[config.mk]
export PLATFORM = sky130hd
export DESIGN_NAME = apb_i2c_arbiter
export DESIGN_NICKNAME = d
export VERILOG_FILES = /design/src/rtl/apb_i2c_arbiter.sv
export SDC_FILE = /design/constraint.sdc
export NUM_CORES = 1
export LEC_CHECK = 0
export ABC_CLOCK_PERIOD_IN_PS = 2350
export BUFFER_PORTS_ARGS = -buffer_cell sky130_fd_sc_hd__buf_2
export CAP_MARGIN = 20
export CORE_UTILIZATION = 47
export CTS_CLUSTER_SIZE = 40
export DETAILED_ROUTE_END_ITERATION = 8
export HOLD_SLACK_MARGIN = 0.02
export PLACE_DENSITY = 0.8
export SLEW_MARGIN = 10
export SYNTH_ARGS = -nofsm -noshare
export SYNTH_HDL_FRONTEND = slang
export SYNTH_SLANG_ARGS = --single-unit
[constraint.sdc]
create_clock -name PCLK -period 2.35 [get_ports PCLK]
set_input_delay 0.3525 -clock PCLK [delete_from_list [all_inputs] [get_ports PCLK]]
set_output_delay 0.3525 -clock PCLK [all_outputs]
set_load 0.02 [all_outputs]
[src/rtl/apb_i2c_arbiter.sv]
// Two-port APB arbiter in front of one APB I2C master peripheral.
// An idle-timeout ownership lock keeps each requester's register sequences intact.
module apb_i2c_arbiter #(
    parameter int LOCK_TIMEOUT = 16
) (
    input  logic        PCLK,
    input  logic        PRESETn,

    input  logic        s0_PSEL,
    input  logic        s0_PENABLE,
    input  logic        s0_PWRITE,
    input  logic [31:0] s0_PADDR,
    input  logic [31:0] s0_PWDATA,
    output logic [31:0] s0_PRDATA,
    output logic        s0_PREADY,

    input  logic        s1_PSEL,
    input  logic        s1_PENABLE,
    input  logic        s1_PWRITE,
    input  logic [31:0] s1_PADDR,
    input  logic [31:0] s1_PWDATA,
    output logic [31:0] s1_PRDATA,
    output logic        s1_PREADY,

    output logic        m_PSEL,
    output logic        m_PENABLE,
    output logic        m_PWRITE,
    output logic [31:0] m_PADDR,
    output logic [31:0] m_PWDATA,
    input  logic [31:0] m_PRDATA,
    input  logic        m_PREADY,

    input  logic        irq_i,
    output logic        irq0_o,
    output logic        irq1_o,

    output logic [1:0]  fsm_state
);

    // Handshake: a requester is active while its PSEL is high and must hold its
    // address, data and direction until it samples its PREADY high for one cycle;
    // the peripheral side is a standard APB setup phase followed by an access
    // phase that ends on the first cycle m_PREADY is sampled high.

    typedef enum logic [1:0] {IDLE, SETUP, ACCESS, DONE} state_t;

    localparam logic [7:0] TIMEOUT = 8'(LOCK_TIMEOUT);
    localparam logic       LOCK_EN = 1'(LOCK_TIMEOUT != 0);

    state_t     state;
    logic       owner;
    logic       locked;
    logic [7:0] idle_cnt;

    logic owner_req;
    logic other_req;
    logic timed_out;
    logic grant_valid;
    logic grant_sel;

    // PENABLE of the requesters carries no information the arbiter needs.
    logic penable_unused;
    assign penable_unused = s0_PENABLE ^ s1_PENABLE;

    assign fsm_state = state;
    assign irq0_o    = irq_i & ~owner;
    assign irq1_o    = irq_i & owner;

    always_comb begin
        owner_req   = owner ? s1_PSEL : s0_PSEL;
        other_req   = owner ? s0_PSEL : s1_PSEL;
        timed_out   = (idle_cnt >= TIMEOUT);
        grant_valid = 1'b0;
        grant_sel   = owner;
        if (locked) begin
            if (owner_req) begin
                grant_valid = 1'b1;
                grant_sel   = owner;
            end else if (other_req && timed_out) begin
                grant_valid = 1'b1;
                grant_sel   = ~owner;
            end
        end else if (s0_PSEL && s1_PSEL) begin
            grant_valid = 1'b1;
            grant_sel   = ~owner;
        end else if (s0_PSEL || s1_PSEL) begin
            grant_valid = 1'b1;
            grant_sel   = s1_PSEL;
        end
    end

    always_ff @(posedge PCLK or negedge PRESETn) begin
        if (!PRESETn) begin
            state     <= IDLE;
            owner     <= 1'b0;
            locked    <= 1'b0;
            idle_cnt  <= 8'd0;
            m_PSEL    <= 1'b0;
            m_PENABLE <= 1'b0;
            m_PWRITE  <= 1'b0;
            m_PADDR   <= 32'd0;
            m_PWDATA  <= 32'd0;
            s0_PRDATA <= 32'd0;
            s1_PRDATA <= 32'd0;
            s0_PREADY <= 1'b0;
            s1_PREADY <= 1'b0;
        end else begin
            s0_PREADY <= 1'b0;
            s1_PREADY <= 1'b0;
            case (state)
                IDLE: begin
                    // Owner silent while locked: age the lock; release once it has expired.
                    if (locked && !owner_req) begin
                        if (idle_cnt != 8'hFF) begin
                            idle_cnt <= idle_cnt + 8'd1;
                        end
                        if (timed_out) begin
                            locked <= 1'b0;
                        end
                    end
                    if (grant_valid) begin
                        owner     <= grant_sel;
                        locked    <= LOCK_EN;
                        idle_cnt  <= 8'd0;
                        m_PADDR   <= grant_sel ? s1_PADDR  : s0_PADDR;
                        m_PWDATA  <= grant_sel ? s1_PWDATA : s0_PWDATA;
                        m_PWRITE  <= grant_sel ? s1_PWRITE : s0_PWRITE;
                        m_PSEL    <= 1'b1;
                        m_PENABLE <= 1'b0;
                        state     <= SETUP;
                    end
                end
                SETUP: begin
                    m_PENABLE <= 1'b1;
                    state     <= ACCESS;
                end
                ACCESS: begin
                    if (m_PREADY) begin
                        if (!m_PWRITE) begin
                            if (owner) begin
                                s1_PRDATA <= m_PRDATA;
                            end else begin
                                s0_PRDATA <= m_PRDATA;
                            end
                        end
                        if (owner) begin
                            s1_PREADY <= 1'b1;
                        end else begin
                            s0_PREADY <= 1'b1;
                        end
                        m_PSEL    <= 1'b0;
                        m_PENABLE <= 1'b0;
                        state     <= DONE;
                    end
                end
                DONE: begin
                    state <= IDLE;
                end
                default: begin
                    state <= IDLE;
                end
            endcase
        end
    end

endmodule

**Word-level counts from Yosys, hierarchy flattened**

Index checks and enable logic that the tools add are counted.
Widths: inputs -> output; s select.

- ROM bits: 0
- Bits in latches: 0
- Memories: 0
- Memory bits (writable): 0
- Register bits: 145
- Bits of input ports: 170
- Output and inout port bits: 137
- Logic and storage cells: 79

- Eq/ne operators: 6
- $add $sub $neg: 1
- Shifts and indexed selects: 0
- Magnitude comparators: 1
- Multiply operators: 0
- Mux-type cells: 35
- Bitwise gates (word level): 4
- Reduce and logical (&&, ||, !) cells: 19
- Div/mod/pow operators: 0

Operators with widths:

| kind | number |
|---|---|
| $mux 32 | 2 |
| $mux 1 | 25 |
| $mux 8 | 3 |
| $reduce_and 3->1 | 4 |
| $add 8x1->8 const B | 1 |
| $ge 8x5->1 const B | 1 |
| $ne 8x8->1 const B | 1 |
| $pmux 2 s4 | 1 |
| $reduce_and 4->1 | 2 |
| $reduce_bool 2->1 | 4 |
| $eq 2x2->1 const B | 2 |
| $mux 2 | 2 |
| $ne 2x2->1 const B | 2 |
| $reduce_and 2->1 | 2 |
| $logic_and 1x1->1 | 3 |
| $pmux 1 s3 | 1 |
| $reduce_bool 3->1 | 1 |
| $and 1x1->1 | 2 |
| $eq 2x1->1 const B | 1 |
| $logic_not 2->1 | 1 |
| $not 1->1 | 2 |
| $pmux 1 s2 | 1 |
| $logic_not 1->1 | 1 |
| $logic_or 1x1->1 | 1 |

**Depth between registers and ports, before layout**

Gate-level depths: netlist (run 1).

- Depth after elaboration: 7
- Mapped depth: 9
- Mapped depth without buffers: 6

**Least setup slack after synthesis (run 1)**

Ideal clock, no wire load.

- Path kind: reg2reg
- Start: register state[0], in the netlist fsm_state[0]
- End: register m_PADDR[28]
- Library setup time: 0.082 ns
- Required time: 2.268 ns
- Data arrival time: 1.948 ns
- Slack: 0.320 ns
- Path buffers: 3
- Cell stages (with the launch flop): 10
- Path through: dfrtp_1 > inv_1 > ha_1 > buf_2 > clkinv_1 > a31oi_1 > buf_4 > clkbuf_1 > a21oi_1 > a31oi_1

- Longest elaborated chain between the ends: 2

Ends and longest elaborated chain:

| what | RTL line | RTL |
|---|---|---|
| start: declaration | 50 | `state_t state;` |
| start signal: assignment | 94 | `state <= IDLE;` |
| start signal: assignment | 130 | `state <= SETUP;` |
| start signal: assignment | 135 | `state <= ACCESS;` |
| $logic_not 2->1 | 110 | `case (state)` |
| $reduce_and 2->1 (no source line) | -- |  |
| end signal: assignment | 125 | `m_PADDR <= grant_sel ? s1_PADDR : s0_PADDR;` |
| end: declaration | 28 | `output logic [31:0] m_PADDR,` |

Every way passes these cells.
A chain may end at the register's enable or synchronous reset.

**Worst setup path after layout (run 1)**

- Start: register state[0], in the netlist fsm_state[0]
- End: register m_PADDR[22]

The elaborated chain is that of the path after synthesis.

==> report_table.html, run 1 <==
<table>
<tr><th>Metric</th><th>Value</th></tr>
<tr><th colspan="2">Floorplanning</th></tr>
<tr><td>Die area</td><td>0.0146 mm^2</td></tr>
<tr><td>Initial core utilization</td><td>47.9%</td></tr>
<tr><td>Number of placement rows</td><td>43</td></tr>
<tr><td>Die H</td><td>121 um</td></tr>
<tr><td>Chip width</td><td>121 um</td></tr>
<tr><td>CORE AREA</td><td>0.0138 mm^2</td></tr>
<tr><td>Top-level I/O count</td><td>307</td></tr>
<tr><th colspan="2">STA</th></tr>
<tr><td>Worst slew margin relative to its limit</td><td>52.6%</td></tr>
<tr><td>FMAX</td><td>0.468 GHz</td></tr>
<tr><td>Setup Total Neg Slack</td><td>0 ns</td></tr>
<tr><td>Transition time of the tightest slew-check pin</td><td>0.705 ns</td></tr>
<tr><td>Number of failing setup endpoints in the final timing report</td><td>0</td></tr>
<tr><td>Final clock period utilization by the worst path</td><td>91.0%</td></tr>
<tr><td>Number of hold violations in the final report</td><td>0</td></tr>
<tr><td>Clock Skews</td><td>0.0120 ns</td></tr>
<tr><td>Setup repair after global routing missed its margin</td><td>false</td></tr>
<tr><td>Max-slew violation count</td><td>0</td></tr>
<tr><td>Final min period</td><td>2.14 ns</td></tr>
<tr><th colspan="2">Worst setup path</th></tr>
<tr><td>Required arrival time at the worst endpoint</td><td>2.60 ns</td></tr>
<tr><td>List of cells traversed by the critical path</td><td>inv_1 -&gt; ha_1 -&gt; clkinv_1 -&gt; nor3_4 -&gt; buf_4 -&gt; a31oi_1</td></tr>
<tr><td>Slowest library cell on the worst path</td><td>sky130_fd_sc_hd__dfrtp_1</td></tr>
<tr><td>Setup Crit Path Kind</td><td>flop to flop</td></tr>
<tr><td>Buffer and inverter count on the worst path</td><td>3</td></tr>
<tr><td>Delay contributed by the slowest stage of the critical path</td><td>0.42 ns</td></tr>
<tr><td>Crit-path leading delay family</td><td>buffers and inverters</td></tr>
<tr><td>Arrival time worst endpoint</td><td>2.39 ns</td></tr>
<tr><td>Kind of start point of the critical path</td><td>flop</td></tr>
<tr><td>Worst-path fanout max</td><td>26</td></tr>
<tr><td>Critical Path Sink Type</td><td>flop</td></tr>
<tr><th colspan="2">Hold path</th></tr>
<tr><td>Hold WC Path Type</td><td>input port to flop</td></tr>
<tr><th colspan="2">Route</th></tr>
<tr><td>Average routed wire per standard cell</td><td>18.5 um</td></tr>
<tr><td>DR iter-0 viols</td><td>486</td></tr>
<tr><td>Length of the first detailed-routing pass in iterations</td><td>5</td></tr>
<tr><td>Count of nets left with antenna violations after detail routing</td><td>0</td></tr>
<tr><td>WL final</td><td>20400 um</td></tr>
<tr><td>Via count</td><td>6369</td></tr>
<tr><td>Vias/cell</td><td>5.77</td></tr>
<tr><td>Number of design rule violations left after detail routing</td><td>0</td></tr>
<tr><th colspan="2">Pwr</th></tr>
<tr><td>Clock share of power</td><td>24.1%</td></tr>
<tr><td>Internal portion of total power</td><td>7430 uW</td></tr>
<tr><td>Sequential fraction of design power</td><td>34.0%</td></tr>
<tr><td>Power density normalized to cell area</td><td>1360 mW/mm^2</td></tr>
<tr><td>Share of power burned in combinational logic</td><td>41.8%</td></tr>
<tr><td>Leak</td><td>0.00428 uW</td></tr>
<tr><td>Sw Ratio</td><td>39.9%</td></tr>
<tr><td>Net switching power</td><td>4930 uW</td></tr>
<tr><td>VDD IR max</td><td>671 uV</td></tr>
<tr><th colspan="2">Clock tree</th></tr>
<tr><td>Clock tree from TritonCTS</td><td>done</td></tr>
<tr><td>Bufs on Longest Clock Path</td><td>2</td></tr>
<tr><td>CTS sink count</td><td>145</td></tr>
<tr><td>Clock slew at the register clock pins of the worst setup and hold paths</td><td>0.06 ns</td></tr>
<tr><td>CTS root buf</td><td>sky130_fd_sc_hd__clkbuf_16</td></tr>
<tr><td>Number of buffers inserted to repair setup after CTS</td><td>0</td></tr>
<tr><td>Clock latency on the worst-skew pair</td><td>0.42 ns</td></tr>
<tr><td>Number of clock buffers inserted by TritonCTS</td><td>17</td></tr>
<tr><td>H-tree depth</td><td>4</td></tr>
<tr><th colspan="2">Place</th></tr>
<tr><td>GP Congestion</td><td>0.794</td></tr>
<tr><td>DP Wirelength</td><td>14000 um</td></tr>
<tr><td>Number of buffers added on ports</td><td>304</td></tr>
<tr><th colspan="2">Global routing</th></tr>
<tr><td>Initial antenna violation count</td><td>2</td></tr>
<tr><td>Global Route Usage Sum</td><td>27.7%</td></tr>
<tr><td>Pin count of the biggest net entering global routing</td><td>67</td></tr>
<tr><td>Total global routing overflow</td><td>0</td></tr>
<tr><td>First-pass GRT wire length</td><td>31000 um</td></tr>
<tr><td>Via count of the first global-routing pass</td><td>5963</td></tr>
<tr><th colspan="2">Synthesis</th></tr>
<tr><td>Synth top area cells</td><td>sky130_fd_sc_hd__dfrtp_1 55%, sky130_fd_sc_hd__mux2_2 11%, sky130_fd_sc_hd__a31oi_1 6.4%, sky130_fd_sc_hd__a21oi_1 5.6%, sky130_fd_sc_hd__o21ai_0 5.4%</td></tr>
<tr><td>Number of nets in the synthesized netlist</td><td>798</td></tr>
<tr><td>Yosys top cell area share</td><td>54.7%</td></tr>
<tr><td>Count of different cell masters after synthesis</td><td>46</td></tr>
<tr><td>Synth warn</td><td>0</td></tr>
<tr><td>Synthesized area per cell</td><td>10.6 um^2</td></tr>
<tr><td>Most instantiated library cell after synthesis</td><td>sky130_fd_sc_hd__dfrtp_1</td></tr>
<tr><td>Dominant register cell in the synthesized netlist</td><td>sky130_fd_sc_hd__dfrtp_1</td></tr>
<tr><td>Async S/R FF share, synth</td><td>100%</td></tr>
<tr><td>Proportion of synthesized chip area in sequential cells</td><td>54.7%</td></tr>
<tr><td>Post-Synthesis Cells</td><td>623</td></tr>
<tr><td>Cell types with the highest counts after synthesis</td><td>145 x sky130_fd_sc_hd__dfrtp_1, 74 x sky130_fd_sc_hd__a21oi_1, 71 x sky130_fd_sc_hd__o21ai_0</td></tr>
<tr><td>Leading area contributor after synthesis</td><td>sky130_fd_sc_hd__dfrtp_1</td></tr>
<tr><td>Cell Area, Synth</td><td>0.00663 mm^2</td></tr>
<tr><td>Count of state elements after synthesis</td><td>145</td></tr>
<tr><td>Number of enable flip-flop cells after synthesis</td><td>0</td></tr>
<tr><th colspan="2">Layout</th></tr>
<tr><td>Filler Cell Count</td><td>1138</td></tr>
<tr><td>Area growth, synth to finish</td><td>37.6%</td></tr>
<tr><td>End-of-flow core utilization</td><td>65.9%</td></tr>
<tr><td>Fraction of layout instances using a drive strength above 1</td><td>47.0%</td></tr>
<tr><td>Total Nets Final</td><td>1083</td></tr>
<tr><th colspan="2">Status</th></tr>
<tr><td>Outcome</td><td>complete, no violations</td></tr>
<tr><th colspan="2">Job</th></tr>
<tr><td>Count of maximum capacitance violations</td><td>0</td></tr>
</table>
## worst reg2reg max path: cells and delay by family, from the launching register on
family	cells	cell delay, ns
adder cells (fa/ha/maj)	1	0.23
flip-flops	1	0.42
AO/OA/AOI/OAI	1	0.20
AND/OR/NAND/NOR	1	0.37
buffers and inverters	3	0.76
## path summary, 6_finish.rpt
kind                          startpoint            end  slack [ns]  cells after the start
hold / removal               m_PRDATA[7]   s1_PRDATA[7]        0.17                      2
setup reg to reg            fsm_state[0]    m_PADDR[22]        0.21                      6
min in group asynchronous        PRESETn    m_PADDR[31]        0.45                      2
setup / recovery            fsm_state[0]    m_PADDR[22]        0.21                      6
max in group asynchronous        PRESETn     m_PADDR[6]        1.20                      3
hold reg to reg            s0_PRDATA[28]  s0_PRDATA[28]        0.50                      1
## area by class of cell
type	instances	area [um^2]	area share [%]
sequential	145	3630	39.8
multi-input combinational	413	2770	30.3
timing repair buffer	326	1820	20.0
clock buffer	18	429	4.71
clock inverter	14	225	2.47
tap	180	225	2.47
inverter	5	18.8	0.206
antenna	2	5.00	0.0549
## timing repair
item / CTS / global route
resized for setup: 0 / 0
hold buffers: 1 / 0
hold endpoints to repair: 46 / 0
endpoints found under the setup margin: 0 / 0
## per-layer routing
layer  routed length (um)  vias to the layer above  track usage (%)
li1                     -                     2903                -
met1                 7710                     3039             32.9
met2                10300                      381             47.4
met3                 1780                       44             8.02
met4                  509                        2             10.6
met5                   13                        -                0
## kinds of logic after synthesis
group | Yosys count | share of synthesized area, %
AO/OA/AOI/OAI | 233 | 19.9
flip-flops | 145 | 54.7
AND/OR/NAND/NOR | 108 | 8.72
multiplexers | 66 | 11.2
buffers and inverters | 65 | 4.30
adder cells (fa/ha/maj) | 5 | 0.944
XOR/XNOR | 1 | 0.132
## state kept, by name, summed over array words and instances, names as in the netlist
signal,count
locked,1
m_PWRITE,1
idle_cnt,8
m_PSEL,1
owner,1
s0_PREADY,1
m_PENABLE,1
m_PWDATA,32
m_PADDR,32
s1_PRDATA,32
s1_PREADY,1
fsm_state,2
s0_PRDATA,32
## power groups by stage
stage	logic, uW	clock network (uW)	registers (uW)
5_1_grt	5550	3130	4340
3_5_place_dp	5190	0	4220
2_1_floorplan	1900	0	5490
3_3_place_gp	5060	0	4160
6_report	5170	2980	4210
4_1_cts	5190	3030	4200
## cell usage in the layout, fill, tap and decap left out, types with 2 or more instances in the layout
master	instances
sky130_fd_sc_hd__o21ai_0	71
sky130_fd_sc_hd__ha_1	5
sky130_fd_sc_hd__clkbuf_16	17
sky130_fd_sc_hd__nor2_1	6
sky130_fd_sc_hd__nand2b_1	3
sky130_fd_sc_hd__a311o_1	2
sky130_fd_sc_hd__inv_6	4
sky130_fd_sc_hd__nand3_1	70
sky130_fd_sc_hd__bufinv_16	5
sky130_fd_sc_hd__mux2_2	65
sky130_fd_sc_hd__dfrtp_1	145
sky130_fd_sc_hd__o31ai_1	3
sky130_fd_sc_hd__a21oi_1	73
sky130_fd_sc_hd__or3_1	3
sky130_fd_sc_hd__nor2b_1	3
sky130_fd_sc_hd__a31oi_1	66
sky130_fd_sc_hd__a31oi_4	2
sky130_fd_sc_hd__buf_12	10
sky130_fd_sc_hd__and3_1	2
sky130_fd_sc_hd__inv_1	4
sky130_fd_sc_hd__nand2_1	7
sky130_fd_sc_hd__o41ai_1	2
sky130_fd_sc_hd__clkinv_4	4
sky130_fd_sc_hd__buf_2	303
sky130_fd_sc_hd__diode_2	2
sky130_fd_sc_hd__buf_4	11
sky130_fd_sc_hd__nor3_1	5
## stage by stage
stage               power [uW]  hold slack, ns  instances  cell area [um^2]  worst slack, ns
finish                   12400           0.169       1103              9120            0.211
global route             13000           0.153       1102              9120           0.0836
CTS                      12400           0.148       1101              9110            0.206
detailed placement        9410           0.313       1068              8450            0.262
global placement          9220           0.317       1068              8450            0.367
floorplan                 7380          0.0569        623              6630            0.320
No activity file was read; power rests on OpenSTA's default activity.
==> run 2: changes to the inputs <==
- BUFFER_PORTS_ARGS: -buffer_cell sky130_fd_sc_hd__buf_2 -> default
- CORE_UTILIZATION: 47 -> 49
- DONT_BUFFER_PORTS: default -> 1
- PLACE_DENSITY: 0.8 -> default
==> report_table.html, run 2 (same netlist as run 1, synthesis figures left out) <==
<table>
<tr><th>Metric</th><th>Value</th></tr>
<tr><th colspan="2">Status</th></tr>
<tr><td>Outcome</td><td>finished with violations</td></tr>
<tr><td>Violations in the final reports</td><td>negative hold slack</td></tr>
<tr><th colspan="2">Hold path</th></tr>
<tr><td>Hold WC Path Type</td><td>input port to asynchronous set/reset pin</td></tr>
<tr><th colspan="2">Layout</th></tr>
<tr><td>Most frequent cells in the layout</td><td>145 x sky130_fd_sc_hd__dfrtp_1, 73 x sky130_fd_sc_hd__a21oi_1, 71 x sky130_fd_sc_hd__o21ai_0</td></tr>
<tr><td>Total Nets Final</td><td>776 (-28%)</td></tr>
<tr><td>Area growth, synth to finish</td><td>13.6%</td></tr>
<tr><td>Fraction of layout instances using a drive strength above 1</td><td>20.8% (-26 points)</td></tr>
<tr><td>Most common cell after layout, fill and taps aside</td><td>sky130_fd_sc_hd__dfrtp_1</td></tr>
<tr><th colspan="2">Route</th></tr>
<tr><td>Average routed wire per standard cell</td><td>23.5 um (+27%)</td></tr>
<tr><td>WL final</td><td>18600 um (-8.7%)</td></tr>
<tr><td>Count of nets left with antenna violations after detail routing</td><td>0 (unchanged)</td></tr>
<tr><td>Number of design rule violations left after detail routing</td><td>0 (unchanged)</td></tr>
<tr><td>Vias/cell</td><td>6.52 (+13%)</td></tr>
<tr><td>Via count</td><td>5156 (-19%)</td></tr>
<tr><td>Length of the first detailed-routing pass in iterations</td><td>5 (unchanged)</td></tr>
<tr><td>DR iter-0 viols</td><td>489 (+0.62%)</td></tr>
<tr><th colspan="2">Place</th></tr>
<tr><td>DP Wirelength</td><td>12800 um (-8.0%)</td></tr>
<tr><td>Number of buffers added on ports</td><td>0 (-100%)</td></tr>
<tr><td>GP Congestion</td><td>0.812 (+2.3%)</td></tr>
<tr><th colspan="2">STA</th></tr>
<tr><td>Worst slew margin relative to its limit</td><td>53.8% (+1.2 points)</td></tr>
<tr><td>Final clock period utilization by the worst path</td><td>86.3% (-4.8 points)</td></tr>
<tr><td>Transition time of the tightest slew-check pin</td><td>0.687 ns (-0.0185 ns)</td></tr>
<tr><td>FMAX</td><td>0.493 GHz (+5.5%)</td></tr>
<tr><td>Worst Hold Slack</td><td>-0.376 ns (-0.545 ns)</td></tr>
<tr><td>Final min period</td><td>2.03 ns (-0.112 ns)</td></tr>
<tr><td>Number of hold violations in the final report</td><td>145 (+145)</td></tr>
<tr><td>Max-slew violation count</td><td>0 (unchanged)</td></tr>
<tr><td>Setup repair after global routing missed its margin</td><td>false</td></tr>
<tr><td>Number of failing setup endpoints in the final timing report</td><td>0 (unchanged)</td></tr>
<tr><td>Setup Total Neg Slack</td><td>0 ns (unchanged)</td></tr>
<tr><td>Clock Skews</td><td>0.00959 ns (-0.00242 ns)</td></tr>
<tr><th colspan="2">Worst setup path</th></tr>
<tr><td>Origin of the critical flop-to-flop path</td><td>fsm_state[0]</td></tr>
<tr><td>Crit-path leading delay family</td><td>simple AND/OR/NAND/NOR gates</td></tr>
<tr><td>Required arrival time at the worst endpoint</td><td>2.69 ns (+0.09 ns)</td></tr>
<tr><td>Buffer and inverter count on the worst path</td><td>1 (-2)</td></tr>
<tr><td>Most Frequent Cell on Critical Path</td><td>sky130_fd_sc_hd__or3_1</td></tr>
<tr><td>Delay contributed by the slowest stage of the critical path</td><td>0.42 ns (about the same)</td></tr>
<tr><td>Critical path launch point</td><td>fsm_state[0]</td></tr>
<tr><td>Worst-path fanout max</td><td>9 (-65%)</td></tr>
<tr><td>List of cells traversed by the critical path</td><td>inv_1 -&gt; ha_1 -&gt; o31ai_1 -&gt; or3_1 -&gt; or3_1 -&gt; a21oi_1</td></tr>
<tr><td>Arrival time worst endpoint</td><td>2.37 ns (-0.02 ns)</td></tr>
<tr><td>Critical Path Sink Type</td><td>flop</td></tr>
<tr><td>Slowest library cell on the worst path</td><td>sky130_fd_sc_hd__or3_1</td></tr>
<tr><td>Setup Crit Path Kind</td><td>flop to flop</td></tr>
<tr><td>Kind of start point of the critical path</td><td>flop</td></tr>
<tr><th colspan="2">Global routing</th></tr>
<tr><td>Initial antenna violation count</td><td>0 (-2)</td></tr>
<tr><td>Via count of the first global-routing pass</td><td>5045 (-15%)</td></tr>
<tr><td>Pin count of the biggest net entering global routing</td><td>146 (+120%)</td></tr>
<tr><td>First-pass GRT wire length</td><td>28600 um (-7.7%)</td></tr>
<tr><td>Total global routing overflow</td><td>0 (unchanged)</td></tr>
<tr><td>Global Route Usage Sum</td><td>26.8% (-0.88 points)</td></tr>
<tr><th colspan="2">Clock tree</th></tr>
<tr><td>Bufs on Longest Clock Path</td><td>2 (unchanged)</td></tr>
<tr><td>Number of clock buffers inserted by TritonCTS</td><td>17 (unchanged)</td></tr>
<tr><td>CTS root buf</td><td>sky130_fd_sc_hd__clkbuf_16</td></tr>
<tr><td>H-tree depth</td><td>4 (unchanged)</td></tr>
<tr><td>Clock slew at the register clock pins of the worst setup and hold paths</td><td>0.06 ns (about the same)</td></tr>
<tr><td>CTS sink count</td><td>145 (unchanged)</td></tr>
<tr><td>Clock tree from TritonCTS</td><td>done</td></tr>
<tr><td>Clock latency on the worst-skew pair</td><td>0.42 ns (about the same)</td></tr>
<tr><th colspan="2">Floorplanning</th></tr>
<tr><td>CORE AREA</td><td>0.0132 mm^2 (-4.2%)</td></tr>
<tr><td>Die H</td><td>118 um (-2.0%)</td></tr>
<tr><td>Initial core utilization</td><td>50.0% (+2.1 points)</td></tr>
<tr><td>Number of placement rows</td><td>42 (-2.3%)</td></tr>
<tr><td>Top-level I/O count</td><td>307 (unchanged)</td></tr>
<tr><td>Die area</td><td>0.0140 mm^2 (-4.0%)</td></tr>
<tr><td>Chip width</td><td>118 um (-2.0%)</td></tr>
<tr><th colspan="2">Pwr</th></tr>
<tr><td>Leak</td><td>0.00302 uW (-29%)</td></tr>
<tr><td>VDD IR max</td><td>472 uV (-30%)</td></tr>
<tr><td>Power density normalized to cell area</td><td>1480 mW/mm^2 (+9.1%)</td></tr>
<tr><td>Tot Pwr</td><td>11100 uW (-9.9%)</td></tr>
<tr><th colspan="2">Job</th></tr>
<tr><td>Count of maximum capacitance violations</td><td>0 (unchanged)</td></tr>
</table>
-- run 2: repair_timing --
action | 4_1_cts | 5_1_grt
buffers inserted | 0 | 0
endpoints found under the hold margin | 145 | 145
resized for setup | 0 | 0
-- run 2: area by class of cell --
cell class              count  area (um^2)
diodes                      1         2.50
clock buffers              19          453
clock inverters            13          173
fillers                  1124         5710
inverters                   5         18.8
multi-input cells         413         2770
flip-flops and latches    145         3630
well taps                 176          220
repair buffers             19          268
-- run 2: metrics by stage --
step | utilization (%) | instance area (um^2) | instances | hold slack, ns | worst slack (ns)
6_report | 56.9 | 7530 | 791 | -0.376 | 0.323
3_3_place_gp | 52.1 | 6900 | 758 | 0.0605 | 0.385
3_5_place_dp | 52.1 | 6900 | 758 | 0.0603 | 0.338
5_1_grt | 56.8 | 7530 | 790 | -0.400 | 0.157
2_1_floorplan | - | 6630 | 623 | 0.0569 | 0.320
4_1_cts | 56.8 | 7530 | 790 | -0.398 | 0.327
-- run 2: path summary, 6_finish.rpt --
kind	to	slack (ns)	cells past startpoint
setup / recovery	idle_cnt[5]	0.32	6
hold / removal	s1_PRDATA[8]	-0.38	0
setup reg to reg	idle_cnt[5]	0.32	6
hold reg to reg	idle_cnt[1]	0.60	1
max in group asynchronous	s1_PRDATA[11]	2.52	0
min in group PCLK	s1_PRDATA[7]	0.07	1
-- run 2: per-layer routing --
layer	global-route usage, %	vias up	routed length, um
li1	-	2289	-
met1	31.9	2493	6880
met2	44.6	337	9310
met3	9.75	37	2000
met4	9.54	0	389
met5	0	-	0
-- run 2: power breakdown --
| part | switching (uW) | leakage (uW) | internal [uW] |
|---|---|---|---|
| combinational | 1340 | 0.000965 | 1170 |
| sequential | 2200 | 0.00175 | 3590 |
| clock | 1090 | 0.000305 | 1740 |
-- run 2: worst reg2reg max path, delay by kind of cell, from the launching register on --
| family | cells | cell delay (ns) |
|---|---|---|
| AND/OR/NAND/NOR | 2 | 0.74 |
| AO/OA/AOI/OAI | 2 | 0.39 |
| flip-flops | 1 | 0.38 |
| adder cells (fa/ha/maj) | 1 | 0.35 |
| buffers and inverters | 1 | 0.10 |
==> run 3: changes to the inputs <==
- MAX_ROUTING_LAYER: default -> met4
==> report_table.html, run 3 (same netlist as run 1, synthesis figures left out) <==
<table>
<tr><th>Metric</th><th>Value</th></tr>
<tr><th colspan="2">Status</th></tr>
<tr><td>Outcome</td><td>finished with violations</td></tr>
<tr><td>Violations in the final reports</td><td>negative hold slack</td></tr>
<tr><th colspan="2">Global routing</th></tr>
<tr><td>Total global routing overflow</td><td>0 (unchanged)</td></tr>
<tr><td>Pin count of the biggest net entering global routing</td><td>146 (unchanged)</td></tr>
<tr><td>Global Route Usage Sum</td><td>27.6% (+0.81 points)</td></tr>
<tr><td>Via count of the first global-routing pass</td><td>5035 (-0.20%)</td></tr>
<tr><td>First-pass GRT wire length</td><td>28600 um (about the same)</td></tr>
<tr><td>Initial antenna violation count</td><td>0 (unchanged)</td></tr>
<tr><th colspan="2">Worst setup path</th></tr>
<tr><td>Setup Crit Path Kind</td><td>flop to flop</td></tr>
<tr><td>FF-to-FF path depth</td><td>5 (-1)</td></tr>
<tr><td>Critical Path Sink Type</td><td>flop</td></tr>
<tr><td>Origin of the critical flop-to-flop path</td><td>owner</td></tr>
<tr><td>Arrival time worst endpoint</td><td>2.30 ns (-0.07 ns)</td></tr>
<tr><td>Required arrival time at the worst endpoint</td><td>2.63 ns (-0.06 ns)</td></tr>
<tr><td>Critical R2R Capture</td><td>m_PWDATA[12]</td></tr>
<tr><td>Kind of start point of the critical path</td><td>flop</td></tr>
<tr><td>Worst setup slack for register-to-register paths</td><td>0.33 ns (about the same)</td></tr>
<tr><td>Worst-path fanout max</td><td>43 (+34)</td></tr>
<tr><th colspan="2">Clock tree</th></tr>
<tr><td>CTS sink count</td><td>145 (unchanged)</td></tr>
<tr><td>Bufs on Longest Clock Path</td><td>2 (unchanged)</td></tr>
<tr><td>Clock tree from TritonCTS</td><td>done</td></tr>
<tr><td>Number of buffers inserted to repair setup after CTS</td><td>0 (unchanged)</td></tr>
<tr><td>CTS root buf</td><td>sky130_fd_sc_hd__clkbuf_16</td></tr>
<tr><td>Clock slew at the register clock pins of the worst setup and hold paths</td><td>0.06 ns (about the same)</td></tr>
<tr><td>Number of gates given a new drive strength after cts</td><td>0 (unchanged)</td></tr>
<tr><td>H-tree depth</td><td>4 (unchanged)</td></tr>
<tr><td>Clock latency on the worst-skew pair</td><td>0.42 ns (about the same)</td></tr>
<tr><td>Number of clock buffers inserted by TritonCTS</td><td>17 (unchanged)</td></tr>
<tr><th colspan="2">Floorplanning</th></tr>
<tr><td>Initial core utilization</td><td>50.0% (unchanged)</td></tr>
<tr><td>CORE AREA</td><td>0.0132 mm^2 (unchanged)</td></tr>
<tr><td>Die area</td><td>0.0140 mm^2 (unchanged)</td></tr>
<tr><td>Chip width</td><td>118 um (unchanged)</td></tr>
<tr><td>Die H</td><td>118 um (unchanged)</td></tr>
<tr><td>Number of placement rows</td><td>42 (unchanged)</td></tr>
<tr><td>Top-level I/O count</td><td>307 (unchanged)</td></tr>
<tr><th colspan="2">STA</th></tr>
<tr><td>Max-slew violation count</td><td>0 (unchanged)</td></tr>
<tr><td>FMAX</td><td>0.496 GHz (+0.44%)</td></tr>
<tr><td>Worst slew margin relative to its limit</td><td>55.8% (+2.0 points)</td></tr>
<tr><td>Worst Hold Slack</td><td>-0.377 ns (-0.00132 ns)</td></tr>
<tr><td>Clock Skews</td><td>0.00844 ns (-0.00115 ns)</td></tr>
<tr><td>Worst path setup slack after routing</td><td>0.332 ns (+0.00895 ns)</td></tr>
<tr><td>Number of failing setup endpoints in the final timing report</td><td>0 (unchanged)</td></tr>
<tr><td>Final clock period utilization by the worst path</td><td>85.9% (-0.38 points)</td></tr>
<tr><td>Final min period</td><td>2.02 ns (-0.00895 ns)</td></tr>
<tr><td>Number of hold violations in the final report</td><td>145 (unchanged)</td></tr>
<tr><td>Setup repair after global routing missed its margin</td><td>false</td></tr>
<tr><td>Transition time of the tightest slew-check pin</td><td>0.658 ns (-0.0294 ns)</td></tr>
<tr><td>Setup Total Neg Slack</td><td>0 ns (unchanged)</td></tr>
<tr><th colspan="2">Place</th></tr>
<tr><td>GP Congestion</td><td>0.824 (+1.5%)</td></tr>
<tr><td>DP Wirelength</td><td>12800 um (unchanged)</td></tr>
<tr><td>Number of buffers added on ports</td><td>0 (unchanged)</td></tr>
<tr><td>Pre-CTS worst setup slack</td><td>0.338 ns (unchanged)</td></tr>
<tr><th colspan="2">Layout</th></tr>
<tr><td>Antenna diode count</td><td>0 (-1)</td></tr>
<tr><td>Flip-flop and latch area</td><td>0.00363 mm^2 (unchanged)</td></tr>
<tr><td>Combined area of the multi-input logic cells</td><td>0.00277 mm^2 (unchanged)</td></tr>
<tr><td>Fraction of layout instances using a drive strength above 1</td><td>20.8% (unchanged)</td></tr>
<tr><td>Total Nets Final</td><td>776 (unchanged)</td></tr>
<tr><td>Most common cell after layout, fill and taps aside</td><td>sky130_fd_sc_hd__dfrtp_1</td></tr>
<tr><td>Filler Cell Count</td><td>1125 (+0.089%)</td></tr>
<tr><td>Most frequent cells in the layout</td><td>145 x sky130_fd_sc_hd__dfrtp_1, 73 x sky130_fd_sc_hd__a21oi_1, 71 x sky130_fd_sc_hd__o21ai_0</td></tr>
<tr><td>Area growth, synth to finish</td><td>13.6% (about the same)</td></tr>
<tr><th colspan="2">Route</th></tr>
<tr><td>Average routed wire per standard cell</td><td>23.6 um (+0.62%)</td></tr>
<tr><td>Vias/cell</td><td>6.49 (-0.42%)</td></tr>
<tr><td>Number of design rule violations left after detail routing</td><td>0 (unchanged)</td></tr>
<tr><td>Via count</td><td>5128 (-0.54%)</td></tr>
<tr><td>DR iter-0 viols</td><td>461 (-5.7%)</td></tr>
<tr><td>WL final</td><td>18700 um (+0.49%)</td></tr>
<tr><td>Length of the first detailed-routing pass in iterations</td><td>5 (unchanged)</td></tr>
<tr><td>Count of nets left with antenna violations after detail routing</td><td>0 (unchanged)</td></tr>
<tr><th colspan="2">Hold path</th></tr>
<tr><td>Hold WC Path Type</td><td>input port to asynchronous set/reset pin</td></tr>
<tr><th colspan="2">Pwr</th></tr>
<tr><td>Power density normalized to cell area</td><td>1480 mW/mm^2 (about the same)</td></tr>
<tr><td>Leak</td><td>0.00302 uW (about the same)</td></tr>
<tr><td>VDD IR max</td><td>473 uV (+0.16%)</td></tr>
<tr><th colspan="2">Job</th></tr>
<tr><td>Count of maximum capacitance violations</td><td>0 (unchanged)</td></tr>
</table>
[run 3: changes by cell type in the layout (fill, tap and decap cells not counted)]
cell                      previous run  this run
sky130_fd_sc_hd__diode_2             1         0
[run 3: worst max path at each step]
stage / start / to / slack (ns) / cells after the start
finish: owner / m_PWDATA[12] / 0.33 / 5
detailed placement: owner / owner / 0.34 / 5
floorplan: fsm_state[0] / m_PADDR[28] / 0.32 / 9
global route: fsm_state[0] / idle_cnt[5] / 0.16 / 6
CTS: fsm_state[0] / idle_cnt[5] / 0.33 / 6
global placement: owner / owner / 0.38 / 5
[run 3: layout make-up]
type / count / share of cell area [%]
Clock buffer: 19 / 6.02
Sequential cell: 145 / 48.2
Timing Repair Buffer: 19 / 3.56
Inverter: 5 / 0.249
Multi-Input combinational cell: 413 / 36.8
Tap cell: 176 / 2.93
Clock inverter: 13 / 2.29
[run 3: critical path, cell delays in order (launching register included)]
cell and delay [ns]:
sky130_fd_sc_hd__dfrtp_1 0.66, sky130_fd_sc_hd__nor2_1 0.18, sky130_fd_sc_hd__a31o_2 0.34, sky130_fd_sc_hd__nor3_4 0.31, sky130_fd_sc_hd__buf_12 0.26, sky130_fd_sc_hd__a31oi_1 0.12
[run 3: metal layers]
metal  wire length, um  global-route usage [%]
met3              1880                    9.07
met5                 0                       -
met2              9300                    44.4
met1              7160                    32.4
met4               331                    9.78
[run 3: metrics by stage]
| stage | hold WS [ns] | instances | instance area [um^2] | power, uW | util (%) |
|---|---|---|---|---|---|
| finish | -0.377 | 790 | 7530 | 11100 | 56.8 |
| global route | -0.402 | 790 | 7530 | 11700 | 56.8 |
| CTS | -0.398 | 790 | 7530 | 11200 | 56.8 |
| detailed placement | 0.0603 | 758 | 6900 | 8360 | 52.1 |
| global placement | 0.0605 | 758 | 6900 | 8200 | 52.1 |
| floorplan | 0.0569 | 623 | 6630 | 7380 | - |
[run 3: where the power goes]
| part | total (uW) | switching, uW | internal [uW] |
|---|---|---|---|
| Sequential | 5790 | 2200 | 3580 |
| Clock | 2830 | 1090 | 1740 |
| Combinational | 2520 | 1340 | 1170 |
